==> config.mk <==
export PLATFORM = sky130hd
export DESIGN_NAME = sram_arbiter
export DESIGN_NICKNAME = d
export VERILOG_FILES = /design/src/rtl/sram_arbiter.sv
export SDC_FILE = /design/constraint.sdc
export NUM_CORES = 1
export LEC_CHECK = 0
export CAP_MARGIN = 30
export CORE_MARGIN = 2
export CORE_UTILIZATION = 36
export DETAILED_ROUTE_END_ITERATION = 7
export GPL_ROUTABILITY_DRIVEN = 0
export PLACE_DENSITY = 0.81
export SETUP_SLACK_MARGIN = 0.3
export SLEW_MARGIN = 40
export SYNTH_ARGS = -nofsm -noshare
export SYNTH_HDL_FRONTEND = slang
export SYNTH_SLANG_ARGS = --single-unit
==> constraint.sdc <==
create_clock -name clk_core -period 1.8 [get_ports clk_core]
set_input_delay 0.18 -clock clk_core [delete_from_list [all_inputs] [get_ports clk_core]]
set_output_delay 0.18 -clock clk_core [all_outputs]
set_load 0.01 [all_outputs]
==> src/rtl/sram_arbiter.sv <==
// Single-port async SRAM arbiter for video, CPU and DMA masters.
// Video has fixed priority; CPU/DMA share round-robin with a starvation override.
module sram_arbiter #(
  parameter int unsigned AW           = 14,
  parameter int unsigned DW           = 16,
  parameter int unsigned RD_LATENCY   = 1,
  parameter int unsigned STARVE_LIMIT = 15
) (
  input  logic          clk_core,
  input  logic          core_reset_n,
  input  logic          vid_req,
  input  logic [AW-1:0] vid_addr,
  output logic          vid_gnt,
  output logic          vid_rvalid,
  input  logic          cpu_req,
  input  logic          cpu_wr,
  input  logic [AW-1:0] cpu_addr,
  input  logic [DW-1:0] cpu_wdata,
  output logic          cpu_gnt,
  output logic          cpu_rvalid,
  input  logic          dma_req,
  input  logic          dma_wr,
  input  logic [AW-1:0] dma_addr,
  input  logic [DW-1:0] dma_wdata,
  output logic          dma_gnt,
  output logic          dma_rvalid,
  output logic [DW-1:0] rdata,
  output logic [AW-1:0] sram_a,
  output logic          sram_wr,
  output logic [DW-1:0] host_to_sram,
  input  logic [DW-1:0] sram_to_host
);

  localparam int unsigned CW = (STARVE_LIMIT == 0) ? 1 : $clog2(STARVE_LIMIT + 1);

  typedef enum logic [1:0] {TAG_NONE, TAG_VID, TAG_CPU, TAG_DMA} tag_e;
  typedef enum logic {RR_CPU, RR_DMA} rr_e;

  rr_e                          rr_q, rr_d;
  logic [CW-1:0]                cpu_cnt_q, cpu_cnt_d;
  logic [CW-1:0]                dma_cnt_q, dma_cnt_d;
  logic                         cpu_starved, dma_starved;

  logic [AW-1:0]                sram_a_d;
  logic                         sram_wr_d;
  logic [DW-1:0]                host_to_sram_d;
  tag_e                         tag_d;
  logic [RD_LATENCY-1:0][1:0]   tag_pipe_q, tag_pipe_d;
  logic [1:0]                   tag_out;
  logic [DW-1:0]                rdata_d;
  logic                         vid_rvalid_d, cpu_rvalid_d, dma_rvalid_d;

  // A saturated counter means the port has waited long enough to beat video.
  assign cpu_starved = (STARVE_LIMIT != 0) && cpu_req && (cpu_cnt_q == CW'(STARVE_LIMIT));
  assign dma_starved = (STARVE_LIMIT != 0) && dma_req && (dma_cnt_q == CW'(STARVE_LIMIT));

  // Grant selection
  always_comb begin
    vid_gnt = 1'b0;
    cpu_gnt = 1'b0;
    dma_gnt = 1'b0;
    if (cpu_starved && dma_starved) begin
      if (rr_q == RR_CPU) cpu_gnt = 1'b1;
      else                dma_gnt = 1'b1;
    end else if (cpu_starved) begin
      cpu_gnt = 1'b1;
    end else if (dma_starved) begin
      dma_gnt = 1'b1;
    end else if (vid_req) begin
      vid_gnt = 1'b1;
    end else if (cpu_req && dma_req) begin
      if (rr_q == RR_CPU) cpu_gnt = 1'b1;
      else                dma_gnt = 1'b1;
    end else if (cpu_req) begin
      cpu_gnt = 1'b1;
    end else if (dma_req) begin
      dma_gnt = 1'b1;
    end
  end

  // Round-robin pointer and starvation counters, next state
  always_comb begin
    rr_d      = rr_q;
    cpu_cnt_d = '0;
    dma_cnt_d = '0;
    if (cpu_gnt)      rr_d = RR_DMA;
    else if (dma_gnt) rr_d = RR_CPU;
    if (cpu_req && !cpu_gnt) begin
      cpu_cnt_d = (cpu_cnt_q == CW'(STARVE_LIMIT)) ? cpu_cnt_q : cpu_cnt_q + CW'(1);
    end
    if (dma_req && !dma_gnt) begin
      dma_cnt_d = (dma_cnt_q == CW'(STARVE_LIMIT)) ? dma_cnt_q : dma_cnt_q + CW'(1);
    end
  end

  always_ff @(posedge clk_core or negedge core_reset_n) begin
    if (!core_reset_n) begin
      rr_q      <= RR_CPU;
      cpu_cnt_q <= '0;
      dma_cnt_q <= '0;
    end else begin
      rr_q      <= rr_d;
      cpu_cnt_q <= cpu_cnt_d;
      dma_cnt_q <= dma_cnt_d;
    end
  end

  // Issue mux: address/data hold when idle so the pads do not toggle.
  always_comb begin
    sram_a_d       = sram_a;
    sram_wr_d      = 1'b0;
    host_to_sram_d = host_to_sram;
    tag_d          = TAG_NONE;
    if (vid_gnt) begin
      sram_a_d = vid_addr;
      tag_d    = TAG_VID;
    end else if (cpu_gnt) begin
      sram_a_d       = cpu_addr;
      sram_wr_d      = cpu_wr;
      host_to_sram_d = cpu_wdata;
      tag_d          = cpu_wr ? TAG_NONE : TAG_CPU;
    end else if (dma_gnt) begin
      sram_a_d       = dma_addr;
      sram_wr_d      = dma_wr;
      host_to_sram_d = dma_wdata;
      tag_d          = dma_wr ? TAG_NONE : TAG_DMA;
    end
  end

  // Read-tag shift pipeline; the last stage marks the capture edge.
  always_comb begin
    tag_pipe_d    = tag_pipe_q;
    tag_pipe_d[0] = tag_d;
    for (int i = 1; i < int'(RD_LATENCY); i++) begin
      tag_pipe_d[i] = tag_pipe_q[i-1];
    end
  end

  assign tag_out = tag_pipe_q[RD_LATENCY-1];

  always_comb begin
    rdata_d      = rdata;
    vid_rvalid_d = 1'b0;
    cpu_rvalid_d = 1'b0;
    dma_rvalid_d = 1'b0;
    if (tag_out != TAG_NONE) rdata_d = sram_to_host;
    if (tag_out == TAG_VID)  vid_rvalid_d = 1'b1;
    if (tag_out == TAG_CPU)  cpu_rvalid_d = 1'b1;
    if (tag_out == TAG_DMA)  dma_rvalid_d = 1'b1;
  end

  always_ff @(posedge clk_core or negedge core_reset_n) begin
    if (!core_reset_n) begin
      sram_a       <= '0;
      sram_wr      <= 1'b0;
      host_to_sram <= '0;
      tag_pipe_q   <= '0;
      rdata        <= '0;
      vid_rvalid   <= 1'b0;
      cpu_rvalid   <= 1'b0;
      dma_rvalid   <= 1'b0;
    end else begin
      sram_a       <= sram_a_d;
      sram_wr      <= sram_wr_d;
      host_to_sram <= host_to_sram_d;
      tag_pipe_q   <= tag_pipe_d;
      rdata        <= rdata_d;
      vid_rvalid   <= vid_rvalid_d;
      cpu_rvalid   <= cpu_rvalid_d;
      dma_rvalid   <= dma_rvalid_d;
    end
  end

endmodule
==> results of run 1 <==
[layout by cell type (no fill, tap or decap), drive strengths merged, types with 2 or more instances in the layout]
| master | n |
|---|---|
| nor2b | 2 |
| a211oi | 11 |
| nand3 | 27 |
| nand2 | 38 |
| a31oi | 2 |
| dfrtp | 61 |
| bufinv | 2 |
| a22o | 3 |
| nor3b | 2 |
| o21ai | 3 |
| buf | 67 |
| inv | 5 |
| and2 | 2 |
| mux2 | 17 |
| a22oi | 6 |
| nor2 | 16 |
| nand4 | 2 |
| and3 | 3 |
| clkinv | 3 |
| clkdlybuf4s50 | 144 |
| nor3 | 11 |
| o22ai | 10 |
| ha | 2 |
| o211ai | 21 |
| clkbuf | 10 |
[state kept, by name (all words and copies together) (netlist names)]
| register | flops |
|---|---|
| host_to_sram | 16 |
| rdata | 16 |
| sram_a | 14 |
| cpu_cnt_q | 4 |
| dma_cnt_q | 4 |
| tag_out | 2 |
| cpu_rvalid | 1 |
| dma_rvalid | 1 |
| rr_q | 1 |
| sram_wr | 1 |
| vid_rvalid | 1 |
[area by class of cell]
cell class              instances  area [um2]  area share (%)
clock buffers                  10       137.6           2.443
clock inverters                 6       86.33           1.532
inverters                       5       21.27          0.3775
multi-input cells             192        1483           26.32
flip-flops and latches         61        1526           27.09
well taps                     102       127.6           2.265
repair buffers                213        2252           39.97
[worst paths after layout]
| check | from | to | slack, ps |
|---|---|---|---|
| setup / recovery | cpu_cnt_q[0] | dma_gnt | -200 |
| max in group asynchronous | core_reset_n | rdata[10] | 1090 |
| hold / removal | core_reset_n | sram_a[11] | 220 |
| min in group clk_core | dma_wdata[14] | host_to_sram[14] | 420 |
| hold reg to reg | tag_out[0] | cpu_rvalid | 460 |
| setup reg to reg | dma_cnt_q[0] | host_to_sram[11] | -150 |
[timing repair]
action                     4_1_cts  5_1_grt
pin swaps                       30       12
buffers inserted                13        3
setup endpoints to repair       42       46
gates resized for setup         68       20
hold buffers                     1        0
hold endpoints to repair        58        0
gates cloned                     7        0
[stage by stage]
step	instances	hold WS [ps]	total power [mW]	setup WS, ps
3_3_place_gp	549	45.55	2.701	-296.6
5_1_grt	589	237.6	4.497	-259.2
6_report	589	222.9	4.303	-198.4
4_1_cts	586	223.6	4.293	-202.3
3_5_place_dp	549	48.79	2.731	-325.0
2_1_floorplan	274	-115.6	2.041	165.4
[kinds of logic (layout without fill, tap and decap cells)]
| family | Yosys count | count (layout) | synth area share (%) |
|---|---|---|---|
| DFF | 61 | 61 | 53.56 |
| adders and majority gates | 2 | 2 | 0.8778 |
| AOI/OAI and AO/OA | 62 | 62 | 16.02 |
| buffers and inverters | 21 | 234 | 3.336 |
| muxes | 18 | 18 | 7.067 |
| and+or+nand+nor | 108 | 108 | 18.52 |
| xor gates and xnor gates | 2 | 2 | 0.6147 |
[metal layers]
metal | wire (um) | vias up | part of all wire (%) | GRT usage (%)
met4 | 187 | 0 | 1.8 | 7.966
met1 | 4253 | 1489 | 42 | 30.16
met5 | 0 | - | 0 | 0
met3 | 512 | 18 | 5.0 | 4.674
met2 | 5256 | 110 | 51 | 40.70
li1 | - | 1431 | - | -
[report_power, final]
group | switching [mW] | total (mW) | internal, mW
logic | 0.513 | 1.31 | 0.801
clock network | 0.557 | 1.37 | 0.815
registers | 0.0906 | 1.62 | 1.53
total | 1.16 | 4.30 | 3.14
==> metrics.md, run 1 <==
| Metric | Value |
|---|---|
| Number of setup violations in the final report | `39` |
| Failing checks | `negative setup slack` |
| Syn avg cell area | `10.40 um2` |
| CP bufs+invs | `2` |
| Power per cell area | `763.8 nW/um2` |
| Worst-path clk slew | `80 ps` |
| Mapped cell area | `2850 um2` |
| Seq/Total Area, Yosys | `53.56%` |
| Total Wirelength | `10.21 mm` |
| Top_reg_cell synth | `dfrtp_1` |
| Max_slew headroom | `60.16%` |
| Mapped Nets | `373` |
| Clock Latency Late Sink | `330 ps` |
| Clk_skew | `12.43 ps` |
| Via/cell ratio | `5.175` |
| Antenna violations before repair | `0` |
| Largest fanout on the critical path | `3` |
| RSZ-0062 raised after global routing | `true` |
| Post-route cell area | `5634 um2` |
| Top post-synthesis cells by count | `61 x dfrtp_1, 38 x nand2_1, 26 x nand3_1, 21 x o211ai_1, 17 x mux2_2` |
| Yosys top cell area share | `53.56%` |
| Placed inst area | `4805 um2` |
| Final worst slack | `-198.4 ps` |
| Area Overhead vs Synth | `97.67%` |
| Leading area contributor after synthesis | `dfrtp_1` |
| Number of synthesized flops with an enable pin | `0` |
| Row Count | `32` |
| Worst min-delay path class | `primary input to asynchronous set/reset pin` |
| Fmax | `500.4 MHz` |
| Critical path class | `flip-flop to output pin` |
| GRT Util Overall | `23.76%` |
| Crit-path cells | `ha_4, nand4b_2, nor2_1, or4b_4, inv_2, buf_6` |
| Die height | `92.98 um` |
| Vias | `3,048` |
| Clk buf depth | `2` |
| Crit path DAT | `1820 ps` |
| Initial DRT Pass Iterations | `4` |
| Nature of the critical path startpoint | `flip-flop` |
| Initial Util | `37.08%` |
| Reg2Reg Depth | `11` |
| CP Capture Type | `output pin` |
| Detailed placer's ending HPWL | `6.627 mm` |
| Cells after Synth | `274` |
| Fill cells | `546` |
| Slowest cell on crit path | `or4b_4` |
| Die Footprint | `8645 um2` |
| Pin count of the biggest net entering global routing | `26` |
| MaxCap Viol Count | `0` |
| Cell family contributing the most delay on the critical path | `simple AND/OR/NAND/NOR gates` |
| Fraction of layout cells with a size suffix above 1 | `32.03%` |
| Peak VDD IR | `0.4288 mV` |
| H-Tree Depth | `3` |
| Routed length per instance | `17.33 um` |
| Drc violations | `0` |
| Endpoints failing hold | `0` |
| DIE WIDTH | `92.98 um` |
| Port Buffer Count | `149` |
| Root Buffer | `clkbuf_8` |
| CTS Buf Count | `9` |
| Setup TNS | `-3500 ps` |
| Final Net Count | `581` |
| First-pass GRT wire length | `16.06 mm` |
| Syn. warnings | `0` |
| CTS tree | `yes` |
| Violation count after the first detailed-route iteration | `79` |
| Critical path's largest stage delay | `540 ps` |
| Core Footprint | `7687 um2` |
| Congestion Overflow GR | `0` |
| Top post-synthesis cells by area | `dfrtp_1 54%, mux2_2 6.7%, o211ai_1 5.5%` |
| Vias in the first global route | `3,274` |
| Worst slew pin tran | `593.0 ps` |
| Final core occ | `73.29%` |
| Pleak | `2.337 nW` |
| Ports | `150` |
| Cell depth of the worst setup path | `6` |
| Sink Count | `61` |
| Final worst path period share | `111.0%` |
| Final ANT Viol Nets | `0` |
| Critical Path RT | `1620 ps` |
| Diodes inserted | `0` |
| Final worst path period need | `1998 ps` |
| Fin. max-slew vios | `0` |
| Post-synth cell types | `45` |
| Flops & latches, synth | `61` |
| Outcome | `finished, violations left` |
| Async SR Flop Fraction | `100.0%` |
| Most common cell in the netlist | `dfrtp_1` |
Power figures use the tool's default switching activity.
==> run 2, diff against run 1 <==
--- a/config.mk
+++ b/config.mk
@@ -6,7 +6,7 @@
 export NUM_CORES = 1
 export LEC_CHECK = 0
 export CAP_MARGIN = 30
-export CORE_MARGIN = 2
+export CORE_MARGIN = 1
 export CORE_UTILIZATION = 36
 export DETAILED_ROUTE_END_ITERATION = 7
 export GPL_ROUTABILITY_DRIVEN = 0
==> metrics.md, run 2 (synthesis results as in run 1) <==
| Metric | Value |
|---|---|
| Outcome | `finished, violations left (unchanged)` |
| Failing checks | `negative setup slack (unchanged)` |
| Port Buffer Count | `149 (unchanged)` |
| WHS | `387.3 ps (was 222.9 ps)` |
| DIE WIDTH | `90.98 um (was 92.98 um)` |
| Die Footprint | `8277 um2 (was 8645 um2)` |
| GRT Util Overall | `24.62% (was 23.76%)` |
| Register area | `1526 um2 (unchanged)` |
| First-pass GRT wire length | `15.81 mm (was 16.06 mm)` |
| Root Buffer | `clkbuf_8 (unchanged)` |
| Antenna violations before repair | `0 (unchanged)` |
| Row Count | `32 (unchanged)` |
| Detailed placer's ending HPWL | `6.592 mm (was 6.627 mm)` |
| RR Endpoint | `rr_q (was host_to_sram[11])` |
| Setup TNS | `-1783 ps (was -3500 ps)` |
| Non-Filler Instances | `597 (was 589)` |
| DP Cell Count | `548 (was 549)` |
| Top Registers | `host_to_sram: 16 flops, rdata: 16 flops, sram_a: 14 flops (unchanged)` |
| Total Wirelength | `10.64 mm (was 10.21 mm)` |
| Worst-path clk slew | `70 ps (was 80 ps)` |
| Area Overhead vs Synth | `98.60% (was 97.67%)` |
| Fin. max-slew vios | `0 (unchanged)` |
| Worst min-delay path class | `primary input to asynchronous set/reset pin (unchanged)` |
| Fraction of layout cells with a size suffix above 1 | `32.12% (was 32.03%)` |
| Core Footprint | `7687 um2 (unchanged)` |
| Violation count after the first detailed-route iteration | `129 (was 79)` |
| RSZ-0062 raised after global routing | `true (unchanged)` |
| Drc violations | `0 (unchanged)` |
| H-Tree Depth | `3 (unchanged)` |
| Nature of the critical path startpoint | `flip-flop (unchanged)` |
| Endpoints failing hold | `0 (unchanged)` |
| Clk buf depth | `2 (unchanged)` |
| MaxCap Viol Count | `0 (unchanged)` |
| Via/cell ratio | `5.276 (was 5.175)` |
| Die height | `90.98 um (was 92.98 um)` |
| R2r setup slk | `-130 ps (was -150 ps)` |
| CTS tree | `yes (unchanged)` |
| Pleak | `2.406 nW (was 2.337 nW)` |
| Final worst path period need | `1993 ps (was 1998 ps)` |
| Vias | `3,150 (was 3,048)` |
| Commonest non-fill, non-tap cell in the layout | `clkdlybuf4s50_1 (unchanged)` |
| Final worst slack | `-192.5 ps (was -198.4 ps)` |
| Vias in the first global route | `3,264 (was 3,274)` |
| Worst R2R Start | `dma_cnt_q[1] (was dma_cnt_q[0])` |
| Final Net Count | `589 (was 581)` |
| Routed length per instance | `17.82 um (was 17.33 um)` |
| Diodes inserted | `0 (unchanged)` |
| Ports | `150 (unchanged)` |
| Pin count of the biggest net entering global routing | `62 (was 26)` |
| Reg2Reg Depth | `8 (was 11)` |
| Crit path DAT | `1810 ps (was 1820 ps)` |
| Max_slew headroom | `71.94% (was 60.16%)` |
| Commonest cells after routing, fill and taps aside | `144 x clkdlybuf4s50_1, 61 x dfrtp_1, 44 x buf_4 (was 144 x clkdlybuf4s50_1, 61 x dfrtp_1, 37 x nand2_1)` |
| CTS Buf Count | `9 (unchanged)` |
| Final ANT Viol Nets | `0 (unchanged)` |
| Initial Util | `37.08% (unchanged)` |
| Clk_skew | `8.407 ps (was 12.43 ps)` |
| Critical path class | `flip-flop to output pin (unchanged)` |
| Sink Count | `61 (unchanged)` |
| Largest fanout on the critical path | `3 (unchanged)` |
| Pre-CTS WS | `-328.2 ps (was -325.0 ps)` |
| Final worst path period share | `110.7% (was 111.0%)` |
| Worst slew pin tran | `420.9 ps (was 593.0 ps)` |
| Initial DRT Pass Iterations | `5 (was 4)` |
| Fmax | `501.9 MHz (was 500.4 MHz)` |
| CP Capture Type | `output pin (unchanged)` |
| Congestion Overflow GR | `0 (unchanged)` |
| Number of setup violations in the final report | `36 (was 39)` |
| Worst Setup SP | `dma_cnt_q[1] (was cpu_cnt_q[0])` |
| Clock Latency Late Sink | `340 ps (was 330 ps)` |
| Power per cell area | `737.5 nW/um2 (was 763.8 nW/um2)` |
| Multi-input logic area | `1468 um2 (was 1483 um2)` |
| Fill cells | `545 (was 546)` |
| Critical Path RT | `1620 ps (about the same)` |
| Peak VDD IR | `0.3869 mV (was 0.4288 mV)` |
[run 2: how the worst max path moves through the flow]
stage	endpoint	slack [ps]	cells past startpoint
floorplan	sram_wr	170	6
global placement	dma_gnt	-310	6
detailed placement	dma_gnt	-330	6
CTS	dma_gnt	-200	6
global route	dma_gnt	-250	6
finish	dma_gnt	-190	6
[run 2: worst max-delay path, stage by stage (launching register included)]
cell and delay (ps):
dfrtp_1 400, ha_4 150, and3_4 190, nor2_2 40, or4b_4 520, inv_2 80
buf_6 100
[run 2: metrics by stage]
step	util, %	power (mW)	cell area, um2
after global placement	62.40	2.698	4797
after detailed placement	62.40	2.731	4797
after floorplan	-	2.041	2963
after global routing	73.63	4.360	5660
final	73.63	4.175	5660
after CTS	70.70	4.126	5435
[run 2: final cells by class]
cell class / count / share of cell area, %
sequential: 61 / 26.97
clock inverter: 4 / 0.8400
clock buffer: 12 / 2.564
tap: 102 / 2.255
inverter: 5 / 0.3758
timing repair buffer: 221 / 41.07
multi-input combinational: 192 / 25.93
[run 2: timing repair]
item | 4_1_cts | 5_1_grt
cloned | 6 | 4
buffers inserted | 16 | 6
gates resized for setup | 52 | 28
setup endpoints to repair | 45 | 46
hold buffers | 1 | 0
pin swaps | 25 | 12
hold endpoints to repair | 61 | 0
[run 2: where the power goes]
| group | internal, mW | total [mW] | switching, mW |
|---|---|---|---|
| registers | 1.53 | 1.62 | 0.0956 |
| clock network | 0.674 | 1.21 | 0.535 |
| logic | 0.830 | 1.34 | 0.512 |
[run 2: metal layers]
metal	share of wire [%]	GRT usage, %	up-vias
li1	-	-	1444
met1	42	29.07	1552
met2	51	43.50	130
met3	5.1	5.276	24
met4	2.3	9.788	0
met5	0	0	-
==> run 3, diff against run 2 <==
--- a/config.mk
+++ b/config.mk
@@ -12,7 +12,7 @@
 export GPL_ROUTABILITY_DRIVEN = 0
 export PLACE_DENSITY = 0.81
 export SETUP_SLACK_MARGIN = 0.3
-export SLEW_MARGIN = 40
+export SLEW_MARGIN = 20
 export SYNTH_ARGS = -nofsm -noshare
 export SYNTH_HDL_FRONTEND = slang
 export SYNTH_SLANG_ARGS = --single-unit
==> results of run 3 <==
Final layout, timing and power as in run 2 (identical DEF).
